--- src/rtl/seq_alu_pkg.sv ---
// seq_alu_pkg
//   Shared definitions for the sequential ALU: opcode encodings, the
//   IDLE/BUSY/DONE state encoding and a helper that decides whether an
//   accepted operation needs the iterative multiply/divide datapath.
package seq_alu_pkg;

  localparam logic [3:0] OP_NOP  = 4'd0;
  localparam logic [3:0] OP_ADD  = 4'd1;
  localparam logic [3:0] OP_SUB  = 4'd2;
  localparam logic [3:0] OP_AND  = 4'd3;
  localparam logic [3:0] OP_OR   = 4'd4;
  localparam logic [3:0] OP_SLT  = 4'd5;
  localparam logic [3:0] OP_SLTU = 4'd6;
  localparam logic [3:0] OP_XOR  = 4'd7;
  localparam logic [3:0] OP_NOR  = 4'd8;
  localparam logic [3:0] OP_MUL  = 4'd9;
  localparam logic [3:0] OP_DIVU = 4'd10;

  localparam logic [1:0] ST_IDLE = 2'd0;
  localparam logic [1:0] ST_BUSY = 2'd1;
  localparam logic [1:0] ST_DONE = 2'd2;

  // Divide by zero is answered in one cycle, so only a real division iterates.
  function automatic logic is_iterative(input logic [3:0] op, input logic b_is_zero);
    return (op == OP_MUL) || ((op == OP_DIVU) && !b_is_zero);
  endfunction

endpackage

--- src/rtl/seq_alu_muldiv_core.sv ---
// seq_alu_muldiv_core
//   Iterative datapath for unsigned shift-add multiply and restoring divide.
//   One iteration per clock while step is high; finish flags the last one.
// Ports:
//   clk, rst_n        clock, asynchronous active-low reset
//   start             load operands and arm the iteration counter
//   step              perform one iteration this clock
//   is_div_in         1 = restoring divide, 0 = shift-add multiply (sampled on start)
//   a, b              operands (multiplier/multiplicand or dividend/divisor)
//   res_lo, res_hi    value the registers take after the current iteration
//                     (product low/high or quotient/remainder on the last one)
//   finish            the current step is the final iteration
module seq_alu_muldiv_core #(
  parameter int WIDTH = 32
) (
  input  logic             clk,
  input  logic             rst_n,
  input  logic             start,
  input  logic             step,
  input  logic             is_div_in,
  input  logic [WIDTH-1:0] a,
  input  logic [WIDTH-1:0] b,
  output logic [WIDTH-1:0] res_lo,
  output logic [WIDTH-1:0] res_hi,
  output logic             finish
);

  localparam int CNT_W = $clog2(WIDTH + 1);

  logic [WIDTH-1:0] acc;
  logic [WIDTH-1:0] mq;
  logic [WIDTH-1:0] opd;
  logic             div_mode;
  logic [CNT_W-1:0] count;

  logic [WIDTH:0]   mul_sum;
  logic [WIDTH:0]   div_shift;
  logic [WIDTH:0]   div_diff;
  logic [WIDTH-1:0] nxt_acc;
  logic [WIDTH-1:0] nxt_mq;

  // acc holds the product high half / partial remainder, mq the multiplier
  // being consumed (LSB first) or the dividend being replaced by quotient
  // bits. For division acc < divisor always holds, so bit WIDTH of the
  // trial difference is a reliable borrow flag.
  always_comb begin
    mul_sum   = {1'b0, acc} + {1'b0, opd};
    div_shift = {acc, mq[WIDTH-1]};
    div_diff  = div_shift - {1'b0, opd};
    nxt_acc   = acc;
    nxt_mq    = mq;
    if (div_mode) begin
      if (!div_diff[WIDTH]) begin
        nxt_acc = div_diff[WIDTH-1:0];
        nxt_mq  = {mq[WIDTH-2:0], 1'b1};
      end else begin
        nxt_acc = div_shift[WIDTH-1:0];
        nxt_mq  = {mq[WIDTH-2:0], 1'b0};
      end
    end else if (mq[0]) begin
      nxt_acc = mul_sum[WIDTH:1];
      nxt_mq  = {mul_sum[0], mq[WIDTH-1:1]};
    end else begin
      nxt_acc = {1'b0, acc[WIDTH-1:1]};
      nxt_mq  = {acc[0], mq[WIDTH-1:1]};
    end
  end

  assign res_lo = nxt_mq;
  assign res_hi = nxt_acc;
  assign finish = step && (count == CNT_W'(1));

  // Operand/accumulator registers and the iteration counter.
  always_ff @(posedge clk or negedge rst_n) begin
    if (!rst_n) begin
      acc      <= '0;
      mq       <= '0;
      opd      <= '0;
      div_mode <= 1'b0;
      count    <= '0;
    end else if (start) begin
      acc      <= '0;
      mq       <= a;
      opd      <= b;
      div_mode <= is_div_in;
      count    <= CNT_W'(WIDTH);
    end else if (step) begin
      acc      <= nxt_acc;
      mq       <= nxt_mq;
      count    <= count - CNT_W'(1);
    end
  end

endmodule

--- src/rtl/seq_alu.sv ---
// seq_alu
//   Multi-cycle ALU with valid/ready handshakes. Simple ops finish in one
//   clock; MUL and DIVU iterate in seq_alu_muldiv_core for WIDTH+1 clocks.
//   Build option: define SEQ_ALU_OVERFLOW_EN to generate signed ADD/SUB
//   overflow detection; otherwise the overflow port is tied to 0.
// Ports:
//   clk, rst_n            clock, asynchronous active-low reset
//   in_valid / in_ready   operand handshake (accept = in_valid & in_ready)
//   op, a, b              opcode and operands
//   out_valid / out_ready result handshake
//   result_lo, result_hi  result / MUL product halves / DIVU quotient,remainder
//   zero, div_zero, overflow  status flags, meaningful while out_valid
module seq_alu
  import seq_alu_pkg::*;
#(
  parameter int WIDTH = 32
) (
  input  logic             clk,
  input  logic             rst_n,
  input  logic             in_valid,
  output logic             in_ready,
  input  logic [3:0]       op,
  input  logic [WIDTH-1:0] a,
  input  logic [WIDTH-1:0] b,
  output logic             out_valid,
  input  logic             out_ready,
  output logic [WIDTH-1:0] result_lo,
  output logic [WIDTH-1:0] result_hi,
  output logic             zero,
  output logic             div_zero,
  output logic             overflow
);

  logic [1:0]       state;
  logic             accept;
  logic             start_iter;
  logic             core_finish;
  logic [WIDTH-1:0] core_lo;
  logic [WIDTH-1:0] core_hi;
  logic [WIDTH-1:0] sum;
  logic [WIDTH-1:0] diff;
  logic [WIDTH-1:0] sc_lo;
  logic [WIDTH-1:0] sc_hi;
  logic             sc_dz;

  // A finished result may be swapped for a new operation in the same clock
  // the consumer takes it, giving back-to-back issue.
  assign in_ready   = (state == ST_IDLE) || ((state == ST_DONE) && out_ready);
  assign out_valid  = (state == ST_DONE);
  assign accept     = in_valid && in_ready;
  assign start_iter = accept && is_iterative(op, b == '0);

  // Single-cycle results. DIVU only lands here when b is zero.
  always_comb begin
    sum   = a + b;
    diff  = a - b;
    sc_lo = '0;
    sc_hi = '0;
    sc_dz = 1'b0;
    case (op)
      OP_ADD:  sc_lo = sum;
      OP_SUB:  sc_lo = diff;
      OP_AND:  sc_lo = a & b;
      OP_OR:   sc_lo = a | b;
      OP_SLT:  sc_lo = {{(WIDTH-1){1'b0}}, $signed(a) < $signed(b)};
      OP_SLTU: sc_lo = {{(WIDTH-1){1'b0}}, a < b};
      OP_XOR:  sc_lo = a ^ b;
      OP_NOR:  sc_lo = ~(a | b);
      OP_DIVU: begin
        sc_lo = '1;
        sc_hi = a;
        sc_dz = 1'b1;
      end
      default: ;
    endcase
  end

  seq_alu_muldiv_core #(.WIDTH(WIDTH)) u_core (
    .clk       (clk),
    .rst_n     (rst_n),
    .start     (start_iter),
    .step      (state == ST_BUSY),
    .is_div_in (op == OP_DIVU),
    .a         (a),
    .b         (b),
    .res_lo    (core_lo),
    .res_hi    (core_hi),
    .finish    (core_finish)
  );

  // Control FSM and result registers. Results are written either on the
  // accept edge (single-cycle ops) or on the last iteration edge.
  always_ff @(posedge clk or negedge rst_n) begin
    if (!rst_n) begin
      state     <= ST_IDLE;
      result_lo <= '0;
      result_hi <= '0;
      zero      <= 1'b0;
      div_zero  <= 1'b0;
    end else if (accept) begin
      if (start_iter) begin
        state <= ST_BUSY;
      end else begin
        state     <= ST_DONE;
        result_lo <= sc_lo;
        result_hi <= sc_hi;
        zero      <= (sc_lo == '0);
        div_zero  <= sc_dz;
      end
    end else if ((state == ST_BUSY) && core_finish) begin
      state     <= ST_DONE;
      result_lo <= core_lo;
      result_hi <= core_hi;
      zero      <= (core_lo == '0);
      div_zero  <= 1'b0;
    end else if ((state == ST_DONE) && out_ready) begin
      state <= ST_IDLE;
    end
  end

`ifdef SEQ_ALU_OVERFLOW_EN
  logic ovf_next;

  // Two's-complement overflow: operands that look alike in sign (after
  // negating b for SUB) producing a result of the other sign.
  always_comb begin
    ovf_next = 1'b0;
    if (op == OP_ADD)
      ovf_next = (a[WIDTH-1] == b[WIDTH-1]) && (sum[WIDTH-1] != a[WIDTH-1]);
    else if (op == OP_SUB)
      ovf_next = (a[WIDTH-1] != b[WIDTH-1]) && (diff[WIDTH-1] != a[WIDTH-1]);
  end

  always_ff @(posedge clk or negedge rst_n) begin
    if (!rst_n)
      overflow <= 1'b0;
    else if (accept && !start_iter)
      overflow <= ovf_next;
    else if ((state == ST_BUSY) && core_finish)
      overflow <= 1'b0;
  end
`else
  assign overflow = 1'b0;
`endif

endmodule

--- config.mk ---
export PLATFORM = sky130hd
export DESIGN_NAME = seq_alu
export DESIGN_NICKNAME = d
export VERILOG_FILES = /design/src/rtl/seq_alu_pkg.sv /design/src/rtl/seq_alu_muldiv_core.sv /design/src/rtl/seq_alu.sv
export SDC_FILE = /design/constraint.sdc
export NUM_CORES = 1
export LEC_CHECK = 0
export CELL_PAD_IN_SITES_DETAIL_PLACEMENT = 1
export CELL_PAD_IN_SITES_GLOBAL_PLACEMENT = 2
export CORE_MARGIN = 5
export CORE_UTILIZATION = 36
export CTS_CLUSTER_SIZE = 40
export DETAILED_ROUTE_END_ITERATION = 8
export HOLD_SLACK_MARGIN = 0.12
export PLACE_DENSITY = 0.81
export SYNTH_ARGS = -nofsm -noshare
export SYNTH_HDL_FRONTEND = slang
export SYNTH_SLANG_ARGS = --single-unit
--- constraint.sdc ---
create_clock -name clk -period 4.65 [get_ports clk]
set_input_delay 0.6975 -clock clk [delete_from_list [all_inputs] [get_ports clk]]
set_output_delay 0.6975 -clock clk [all_outputs]
set_load 0.02 [all_outputs]
---- Word level (Yosys, flattened, before mapping) ----
Index checks and enable logic that the tools add are counted.
storage, ports and cells
  flip-flop bits (word level) ............. 171
  input bits .............................. 72
  output and inout port bits .............. 69
  word-level logic and storage cells ...... 83
cells by class
  add/sub/neg operators ................... 5
  magnitude comparators ................... 2
  equality and inequality tests ........... 14
  muxes and demuxes ....................... 31
  bitwise logic cells ..................... 4
  reductions and logical operators ........ 17
operators by type and width
  kind                   count
  $mux W32               16
  $pmux W32 S9           1
  $logic_not A32 Y1      3
  $lt A32 B32 Y1         2
  $add A32 B32 Y33       1
  $sub A33 B32 Y33       1
  $add A32 B32 Y32       1
  $and A32 B32 Y32       1
  $not A32 Y32           1
  $or A32 B32 Y32        1
  $sub A32 B32 Y32       1
  $xor A32 B32 Y32       1
  $eq A4 B3 Y1 const B   4
  $eq A4 B4 Y1 const B   3
  $mux W6                2
  $eq A4 B2 Y1 const B   2
  $mux W1                8
  $mux W2                4
  $eq A6 B1 Y1 const B   1
  $logic_and A1 B1 Y1    6
  $sub A6 B1 Y6 const B  1
  $eq A4 B1 Y1 const B   1
  $reduce_bool A2 Y1     2
  $reduce_bool A3 Y1     1
  7 further kinds        8

---- Depth between registers and ports, before layout ----
Gate-level depths: netlist of run 1.
  word-level depth ........................ 7
  gate-level depth with buffers ........... 17
  mapped depth without buffers ............ 15

---- Modules after synthesis ----
A second synthesis of run 1 with hierarchy kept.
unflattened totals
  cell total of the unflattened synthesis .. 2,435
  area total of the unflattened synthesis .. 18,815.5 um^2
by module, submodules not included
  module               instances  cells an instance  area each (um^2)  sequential area each (um^2)
  seq_alu              1          1,271              9,462.8           1,701.6
  seq_alu_muldiv_core  1          1,164              9,352.7           2,577.5

---- Worst setup path before layout of run 1 ----
No wires, ideal clock.
  path type ............................... input to register
  start ................................... input port a[0]
  end ..................................... register zero
  library setup time ...................... 66 ps
  data arrival time ....................... 3,477 ps
  data required time ...................... 4,584 ps
  slack ................................... 1,107 ps
  stages on the path ...................... 14
  cells stage by stage .................... inv_1 -> ha_1 -> fa_1 -> o21bai_1 -> a211oi_1 -> o211a_1 -> nand2b_1 -> o21a_1 -> a2111o_1 -> a32oi_1 -> nand4_1 -> nor4_2 -> and4_1 -> a221o_1
on the way
  longest elaborated chain between the ends .. 6
  elaborated cells between the ends (all ways) .. 12
  those cells by class .................... 2 x add/sub; 2 x order compare; 3 x mux; 4 x bitwise; 1 x reduce/logical
ends and longest elaborated chain
  item                                                                      RTL line        RTL
  start: declaration                                                        seq_alu.sv:23   input logic [WIDTH-1:0] a,
  parallel branches: the longest is 2 deep, another holds $sub A32 B32 Y32  --
  $pmux W32 S9 (*)                                                          seq_alu.sv:60   case (op)
  $logic_not A32 Y1 (*)                                                     seq_alu.sv:107  zero <= (sc_lo == '0);
  $mux W1 (*)                                                               seq_alu.sv:101  if (start_iter) begin
  $mux W1 (*)                                                               seq_alu.sv:100  end else if (accept) begin
  end signal: assignment                                                    seq_alu.sv:107
  end signal: assignment                                                    seq_alu.sv:114  zero <= (core_lo == '0);
  end: declaration                                                          seq_alu.sv:29   output logic zero,
Mark *: on every way between the ends. The select of a mux whose other input is x is not followed.
A chain may end at the register's enable or synchronous reset.

---- Final worst setup path of run 1 ----
Same ends and word-level chain as after synthesis.

==> out/qor.json, run 1 <==
{
  "worst_slew_margin_rel": 0.3078,
  "fillerInstances": 6027,
  "tritoncts": "built",
  "achievable-frequency_ghz": 0.2211,
  "design.die.area_mm2": 0.05381,
  "final_period_demand_of_the_worst_path_ps": 4523,
  "wl_um": 88340,
  "synth.most_common_cell": "sky130_fd_sc_hd__nand2_1",
  "timing_worst_slew_pin_value_ps": 1038,
  "avgSynthCellArea_um2": 7.862,
  "drt-vias-per-instance": 6.242,
  "post_synth_inst_count": 2256,
  "grt_max_degree": 109,
  "yosys-top-cells-count": "sky130_fd_sc_hd__nand2_1 (243), sky130_fd_sc_hd__a21oi_1 (174), sky130_fd_sc_hd__dfrtp_1 (171)",
  "synth_xor_area_frac": 0.02519,
  "fp.dieH_um": 232.0,
  "clkSlewWorstSetupHoldPaths_ps": 80,
  "synth.yosys.seq_area_share": 0.2413,
  "regToRegStartpoint": "u_core.mq[31]",
  "worst_setup_path_startpoint": "a[0]",
  "floorplan.rows": 81,
  "vdd_ir_drop_max_uv": 311.1,
  "final.period_utilization": 0.9726,
  "num-nets-final": 2777,
  "clock_sink_count": 171,
  "worst_path_max_delay_cell": "sky130_fd_sc_hd__fa_1",
  "critical_setup_path_kind": "primary input to register",
  "cts-root-to-sink-buffers": 2,
  "ctsHtreeMaxLevel": 4,
  "cts_root_buf": "sky130_fd_sc_hd__clkbuf_16",
  "maximum_fanout_encountered_on_the_critical_timing_path": 4,
  "finalHoldViolations": 0,
  "yosys.area.top_type": "sky130_fd_sc_hd__dfrtp_1",
  "gr-usage-all-layers": 0.3224,
  "setup.worst_path.end_class": "register",
  "coreArea_mm2": 0.04885,
  "synth_top_flop_cell": "sky130_fd_sc_hd__dfrtp_1",
  "timing.critical_path.slowest_cell_delay_ps": 500,
  "adder_and_majority_gate_portion_of_the_synthesized_area": 0.1188,
  "final.setup_skew_ps": 11.58,
  "drv_slew": 0,
  "path_common_cell": "sky130_fd_sc_hd__buf_4",
  "synth_top_cell_area_share": 0.2413,
  "synth_seq_cells": 171,
  "cts_inserted_buffers": 17,
  "dp_cells": 3184,
  "synth_area_leaders": "sky130_fd_sc_hd__dfrtp_1 (24%), sky130_fd_sc_hd__ha_1 (11%), sky130_fd_sc_hd__nand2_1 (5.1%)",
  "hold-worst-slack_ps": 285.7,
  "count_of_distinct_cell_types_in_the_synthesized_netlist": 99,
  "fp.dieW_um": 232.0,
  "drc_markers": 0,
  "clk-insertion-delay-late_ps": 490,
  "compound_gate_fraction_of_synth_area": 0.3261,
  "share_of_layout_cells_above_drive_strength_1": 0.1423,
  "pwr_density_cell_mw_per_mm2": 395.5,
  "synthMuxAreaShare": 0.03859,
  "dominant_combinational_cell_family_by_area_after_synthesis": "compound AO/OA/AOI/OAI gates",
  "stdcell_count": 3216,
  "rsz_0062_raised_after_global_routing": "false",
  "routed_wire_length_per_instance_um": 27.47,
  "asyncSetResetFlopFracSynth": 1.000,
  "syn-cell-area_mm2": 0.01774,
  "grt_pass1_vias": 20570,
  "utilization": 0.4496,
  "cap_violations": 0,
  "placement.io_buffers": 139,
  "top_level_ports": 141,
  "holdBufCountCts": 0,
  "grt_antenna_before_repair": 2,
  "synthesized_netlist_net_count": 2494,
  "hpwl_after_dpl_um": 70160,
  "floorplan.initialDensity": 0.3631,
  "synth_edf_count": 0,
  "yosys.area_share.simple": 0.1856,
  "global_route.overflow_total": 0,
  "crit_required_ps": 5080,
  "cts.repair_timing.setup_buffer_count": 0,
  "cp_cell_sequence": "clkdlybuf4s50_1 > ha_1 > fa_1 > a211oi_1 > o21a_2 > o32a_1 > buf_4 > a31oi_1 > buf_4 > a2111o_1 > a32oi_2 > nand4_1 > nor4_2 > and4_1 > a221o_1",
  "dr_total_vias": 20070,
  "power.static_leakage_nw": 10.29,
  "setup-violations-final": 0,
  "min_path_type": "primary input to async pin",
  "grt_first_pass_wirelength_um": 132600,
  "synthesis.yosys.warnings": 0,
  "dr.first_iter.drc_count": 1922,
  "route.antenna.remaining_nets": 0,
  "status": "completed",
  "place.gp.congestion": 0.9794,
  "firstDrtPassIters": 6,
  "flow.area_growth_from_synthesis_pct": 23.84,
  "start_kind": "primary input",
  "cp_data_arrival_time_ps": 4960
}
==> metal layers <==
layer  vias up  track usage  share of wire
li1       8965            -              -
met1     10210       0.4624           0.46
met2       765       0.5074           0.45
met3       130      0.04683          0.064
met4         2      0.08992          0.027
met5         -            0        0.00015
==> power by group <==
group	internal [W]	switching (W)
clock	0.000750	0.000712
sequential	0.00173	0.000373
combinational	0.00207	0.00305
total	0.00455	0.00414
==> cell families after synthesis <==
family | after synthesis
xor+xnor | 51
simple gates | 683
mux | 67
flops | 171
compound gates | 833
buf+inv | 284
other cells | 1
fa+ha+maj | 166
==> layout by cell type, fill, tap and decap left out, types with 13 or more instances in the layout <==
| master | n |
|---|---|
| sky130_fd_sc_hd__a31oi_1 | 20 |
| sky130_fd_sc_hd__a22o_1 | 23 |
| sky130_fd_sc_hd__inv_1 | 150 |
| sky130_fd_sc_hd__xor2_1 | 27 |
| sky130_fd_sc_hd__o22ai_1 | 13 |
| sky130_fd_sc_hd__nand2_1 | 242 |
| sky130_fd_sc_hd__ha_1 | 162 |
| sky130_fd_sc_hd__nor3_1 | 49 |
| sky130_fd_sc_hd__nand3_1 | 36 |
| sky130_fd_sc_hd__nor4_1 | 19 |
| sky130_fd_sc_hd__a21oi_1 | 174 |
| sky130_fd_sc_hd__clkbuf_16 | 17 |
| sky130_fd_sc_hd__dfrtp_1 | 169 |
| sky130_fd_sc_hd__or3_1 | 19 |
| sky130_fd_sc_hd__a22oi_1 | 21 |
| sky130_fd_sc_hd__o221ai_1 | 49 |
| sky130_fd_sc_hd__mux2i_1 | 56 |
| sky130_fd_sc_hd__and2_1 | 17 |
| sky130_fd_sc_hd__o21ai_0 | 165 |
| sky130_fd_sc_hd__clkdlybuf4s50_1 | 135 |
| sky130_fd_sc_hd__o21a_1 | 18 |
| sky130_fd_sc_hd__xnor2_1 | 24 |
| sky130_fd_sc_hd__o31ai_1 | 27 |
| sky130_fd_sc_hd__nor2_1 | 159 |
| sky130_fd_sc_hd__nand4_1 | 26 |
| sky130_fd_sc_hd__a21o_1 | 57 |
| sky130_fd_sc_hd__nand2b_1 | 24 |
| sky130_fd_sc_hd__a221o_1 | 20 |
| sky130_fd_sc_hd__nor2b_1 | 28 |
| sky130_fd_sc_hd__o211ai_1 | 30 |
| sky130_fd_sc_hd__a211oi_1 | 40 |
| sky130_fd_sc_hd__buf_4 | 255 |
==> per-stage QoR <==
step / setup TNS [ps] / instance area, µm² / setup WS, ps / total power [W]
after floorplan: 0 / 17740 / 1107 / 0.005338
after detailed placement: -619.2 / 21400 / -619.2 / 0.007106
after global routing: 0 / 21960 / 7.029 / 0.009219
final: 0 / 21960 / 127.2 / 0.008687
after global placement: -549.7 / 21400 / -549.7 / 0.006957
after CTS: 0 / 21950 / 52.23 / 0.008606
==> worst paths after layout <==
path                       cells after the start  slack [ps]             to
max                                           15         130           zero
min                                            1         290  result_lo[31]
max reg2reg                                   16         360  u_core.acc[2]
min reg2reg                                    2         490  result_lo[11]
max in group asynchronous                      2        3160  result_lo[11]
min in group clk                               2         490  result_lo[11]
==> worst max-delay path, delay by kind of cell <==
family,cells,cell delay (ps)
and+or+nand+nor,3,930
adders and majority gates,2,780
buffers and inverters,3,790
AOI/OAI and AO/OA,7,1740
==> repair_timing <==
action | 4_1_cts | 5_1_grt
endpoints found under the setup margin | 1 | 1
gates resized for setup | 1 | 3
pin swaps | 1 | 2
==> registers in the layout (all words and copies together), names as in the netlist, 2 cells and up <==
name          cells
result_lo        32
result_hi        32
u_core.acc       32
state             2
u_core.mq        32
u_core.count      6
u_core.opd       32
==> cell type report <==
cell class,instances,area (µm²),share of cell area
Multi-Input combinational cell,1801,12370,0.5634
Sequential cell,171,4284,0.1951
Timing Repair Buffer,397,3362,0.1531
Tap cell,664,830.8,0.03783
Inverter,151,566.8,0.02581
Clock buffer,21,450.4,0.02051
Clock inverter,10,92.59,0.004216
Antenna cell,1,2.502,0.0001139
Power figures use the tool's default switching activity.
==> run 2, diff against run 1 <==
Settings changed: ABC_CLOCK_PERIOD_IN_PS from default to 4650.
==> results of run 2 <==
Same layout as run 1: the final DEF is identical, and so are final timing and power.
